File: src/rtl/geofence_driver.sv
// geofence_driver: buffers six-point sets, streams them into the geofence engine,
// and returns each result with a sequence tag; a watchdog flags lost results.
module geofence_driver #(
  parameter int TIMEOUT = 4095
) (
  input  logic        clk,
  input  logic        reset,
  input  logic        in_valid,
  output logic        in_ready,
  input  logic [9:0]  in_x,
  input  logic [9:0]  in_y,
  input  logic [10:0] in_r,
  output logic        fence_reset,
  output logic [9:0]  fence_x,
  output logic [9:0]  fence_y,
  output logic [10:0] fence_r,
  input  logic        fence_valid,
  input  logic        fence_inside,
  output logic        res_valid,
  output logic        res_inside,
  output logic [7:0]  res_tag,
  output logic        err,
  output logic        busy
);
  typedef enum logic [1:0] {IDLE, SEND, WAIT} state_t;
  state_t state, state_n;
  logic [30:0] mem [12];
  logic [3:0] wr_ptr, rd_ptr, count, count_n;
  logic [2:0] k;
  logic [15:0] timer;
  logic push, pop, hit, expire;
  assign push = in_valid && in_ready;
  assign pop = state == SEND;
  assign hit = state == WAIT && fence_valid;
  // a result on the final WAIT cycle beats the timeout
  assign expire = state == WAIT && !fence_valid && timer == 16'(TIMEOUT - 1);
  assign count_n = count + {3'b0, push} - {3'b0, pop};
  assign fence_reset = state == IDLE;
  assign busy = state != IDLE;
  assign {fence_x, fence_y, fence_r} = pop ? mem[rd_ptr] : 31'd0;
  always_comb begin
    state_n = state;
    if (state == IDLE && count >= 4'd6) state_n = SEND;
    if (state == SEND && k == 3'd5) state_n = WAIT;
    if (hit || expire) state_n = IDLE;
  end
  always_ff @(posedge clk)
    if (push) mem[wr_ptr] <= {in_x, in_y, in_r};
  always_ff @(posedge clk) begin
    if (reset) begin
      state <= IDLE;
      wr_ptr <= '0;
      rd_ptr <= '0;
      count <= '0;
      k <= '0;
      timer <= '0;
      in_ready <= 1'b0;
      res_valid <= 1'b0;
      res_inside <= 1'b0;
      res_tag <= '0;
      err <= 1'b0;
    end else begin
      state <= state_n;
      count <= count_n;
      in_ready <= count_n < 4'd12;
      if (push) wr_ptr <= wr_ptr == 4'd11 ? 4'd0 : wr_ptr + 4'd1;
      if (pop) rd_ptr <= rd_ptr == 4'd11 ? 4'd0 : rd_ptr + 4'd1;
      k <= pop ? k + 3'd1 : 3'd0;
      timer <= state == WAIT ? timer + 16'd1 : 16'd0;
      res_valid <= hit;
      if (hit) res_inside <= fence_inside;
      if (res_valid || expire) res_tag <= res_tag + 8'd1;
      err <= err | expire;
    end
  end
endmodule

File: config.mk
export PLATFORM = sky130hd
export DESIGN_NAME = geofence_driver
export DESIGN_NICKNAME = d
export VERILOG_FILES = /design/src/rtl/geofence_driver.sv
export SDC_FILE = /design/constraint.sdc
export NUM_CORES = 1
export LEC_CHECK = 0
export CAP_MARGIN = 30
export CORE_ASPECT_RATIO = 0.6
export CORE_MARGIN = 8
export CORE_UTILIZATION = 30
export CTS_BUF_LIST = sky130_fd_sc_hd__clkbuf_2
export CTS_CLUSTER_DIAMETER = 50
export DETAILED_ROUTE_END_ITERATION = 8
export HOLD_SLACK_MARGIN = 0.05
export PLACE_DENSITY = 0.54
export SYNTH_ARGS = -nofsm -noshare
export SYNTH_HDL_FRONTEND = slang
export SYNTH_SLANG_ARGS = --single-unit
File: constraint.sdc
create_clock -name clk -period 3.3 [get_ports clk]
set_input_delay 0.66 -clock clk [delete_from_list [all_inputs] [get_ports clk]]
set_output_delay 0.66 -clock clk [all_outputs]
set_load 0.01 [all_outputs]
==> flow_summary.yaml <==
global_routing:
  grt_pass1_vias: 9175
  grt_overflow: 0
  grt_pass1_wl_um: 58100
  grt_max_degree: 35
  antenna_found_initial: 3
  gr-usage-all-layers_pct: 12.4
sta:
  period_needed_ns: 3.57
  clock-skew-final_ns: 0.0706
  maxSlewViolCount: 0
  tightest_slew_ns: 0.586
  setup_viol: 31
  fin_crit_sh_pct: 108
  relSlewSlack_pct: 60.6
  max_freq_mhz: 280
  rsz0062_at_grt: "yes"
  hold_viol: 0
  finalWorstSetupSlack_ns: -0.268
synthesis:
  synth_top_area_share_pct: 68.3
  synthesis.nets: 928
  synth.area.top_cells: "edfxtp_1 (68%), mux4_2 (13%), dfxtp_1 (6.0%)"
  yosysUniqueCellTypes: 43
  ys_warn_count: 0
  synth_top_flop_cell: "edfxtp_1"
  synth_enable_flop_cells: 372
  synth.most_common_cell: "edfxtp_1"
  yosysSeqAreaShare_pct: 74.3
  async_flop_share_pct: 0
  synth.avg_cell_area_um2: 18.6
  yosys_register_bits: 421
  yosys.area.top_type: "edfxtp_1"
  synth_common_cells: "edfxtp_1 (372), nor2_1 (95), mux4_2 (93), dfxtp_1 (49), a21oi_1 (47)"
  syn_inst: 877
  netlist_area_um2: 16300
power_and_ir_drop:
  power.total_mw: 11.8
  p_leak_nw: 6.51
  ir_worst_vdd_mv: 0.244
  power_density_nw_per_um2: 592
finish:
  fillers: 5127
  utilization_pct: 36.8
  fin_cells: 1892
  nets: 1148
  fin_area_um2: 19900
  drive_gt1_share_pct: 35.3
  area_growth_pct: 21.6
critical_path:
  worstPathRequired_ns: 2.64
  crit_chain: "buf_12 > buf_12 > buf_16 > buf_8 > mux4_2 > mux2i_1 > nor2_1 > a21oi_1 > nor2_1 > buf_2"
  critical-path-slowest-cell: "mux4_2"
  endpoint_kind: "output port"
  setup.worst_path.class: "reg2out"
  critPathMaxStageDelay_ns: 0.49
  critical-path-top-delay-family: "multiplexers"
  path_buf_inv: 5
  cp.arrival_ns: 2.91
  worstPathMaxFanout: 5
  startpoint_type: "register"
floorplanning:
  start_util_pct: 30.3
  die_y_um: 197
  coreArea_um2: 54000
  rows: 66
  pin_count: 81
  die_area_um2: 62500
  die_w_um: 317
status:
  failed_checks: "negative setup slack"
  status: "finished with violations"
placed_design:
  place_area_um2: 18400
  dp_cells: 1668
  dp_slack_ns: 0.345
  io_buffer_count: 80
  dpl.hpwl_um: 21200
  gp_congestion: 0.706
drt:
  wl_per_cell_um: 20.2
  first_pass_iters: 5
  drt_wl_total_um: 38200
  drc: 0
  drtIter0Drc: 685
  vias_per_cell: 4.61
  num_vias: 8730
  ant_nets: 0
clock_tree:
  clock_sinks: 421
  clk_pin_slew_ns: 0.11
  clkLatencyLatePin_ns: 1.02
  hold_buffers: 0
  cts_tree: "done"
  root_buffer: "clkbuf_2"
  cts_max_level: 3
  cts-buffers-inserted: 96
  clk_path_buf_depth: 3
hold_path:
  min-delay-path-class: "in2reg"
job:
  drv_cap: 0
[worst register-to-register path: cells and delay by family (launching register included)]
family,cells,cell delay [ns]
and+or+nand+nor,3,1.05
DFF,1,0.45
buffers and inverters,1,0.27
[worst paths after layout]
| path | end | cells past startpoint | slack, ns | startpoint |
|---|---|---|---|---|
| max | fence_y[0] | 10 | -0.27 | register |
| min | res_inside | 3 | 0.24 | fence_inside |
| max reg2reg | mem[4][12] | 4 | 1.16 | in_ready |
| min reg2reg | timer[0] | 1 | 0.47 | timer[0] |
[per-layer routing]
| layer | GRT usage, % | vias up | part of all wire, % |
|---|---|---|---|
| met4 | 3.48 | 2 | 1.4 |
| met5 | 0 | - | 0.026 |
| met1 | 18.0 | 4487 | 48 |
| li1 | - | 3966 | - |
| met3 | 3.40 | 48 | 6.4 |
| met2 | 18.2 | 227 | 44 |
[registers in the layout, indices dropped and copies added (netlist names), named ones only]
name	count
rd_ptr	4
res_valid	1
wr_ptr	4
res_inside	1
res_tag	8
k	3
mem	372
state	2
timer	16
count	4
err	1
in_ready	1
[report_power, final]
| part | total [mW] | switching [mW] | internal [mW] |
|---|---|---|---|
| logic | 2.37 | 1.10 | 1.28 |
| clock network | 3.35 | 2.07 | 1.28 |
| registers | 6.03 | 0.0731 | 5.96 |
| total | 11.8 | 3.24 | 8.52 |
[per-stage QoR]
step	hold slack [ns]	TNS, ns
2_1_floorplan	0.430	0
3_5_place_dp	0.448	0
4_1_cts	0.0919	-10.60
3_3_place_gp	0.442	0
5_1_grt	0.125	-14.26
6_report	0.244	-6.40
[area by class of cell]
cell class              instances  area (um^2)  area share, %
flip-flops and latches        421        12200           61.2
multi-input cells             402         4070           20.5
repair buffers                163         1800           9.07
well taps                     714          893           4.49
clock buffers                 150          751           3.78
clock inverters                26          136          0.686
inverters                      13         48.8          0.246
diodes                          3         7.51         0.0378
[kinds of logic (layout without fill, tap and decap cells)]
kind of cell | Yosys count | after routing | share of synthesized area, %
flops | 421 | 421 | 74.3
simple gates | 180 | 180 | 5.16
buf+inv | 54 | 352 | 1.47
fa+ha+maj | 15 | 15 | 1.19
other cells | 0 | 3 | 0
compound gates | 62 | 62 | 2.01
mux | 126 | 126 | 14.8
xor+xnor | 19 | 19 | 1.02
[repair_timing]
item | 4_1_cts | 5_1_grt
gates cloned | 6 | 0
gates resized for setup | 158 | 15
setup buffers | 32 | 8
pin swaps | 6 | 6
setup endpoints to repair | 31 | 31
[cell usage in the layout (no fill, tap or decap), types with 4 or more instances in the layout]
cell type	synthesis	routed
edfxtp_1	372	372
clkbuf_2	0	151
mux4_2	93	93
nor2_1	95	90
clkdlybuf4s50_1	0	49
dfxtp_1	49	45
buf_4	0	39
a21oi_1	47	36
buf_2	10	30
mux2i_1	33	28
buf_12	0	26
nand2_1	18	18
clkinv_1	0	17
ha_1	14	14
inv_1	13	13
nand3_1	12	12
and2_2	1	12
a21oi_2	1	11
nor3_1	12	11
xor2_1	10	10
xnor2_1	9	9
o21ai_0	8	8
buf_16	0	8
buf_6	2	7
nor2_2	0	5
nor2b_1	4	4
mux2i_2	0	4
clkinv_2	0	4
No activity file was read; power rests on OpenSTA's default activity.
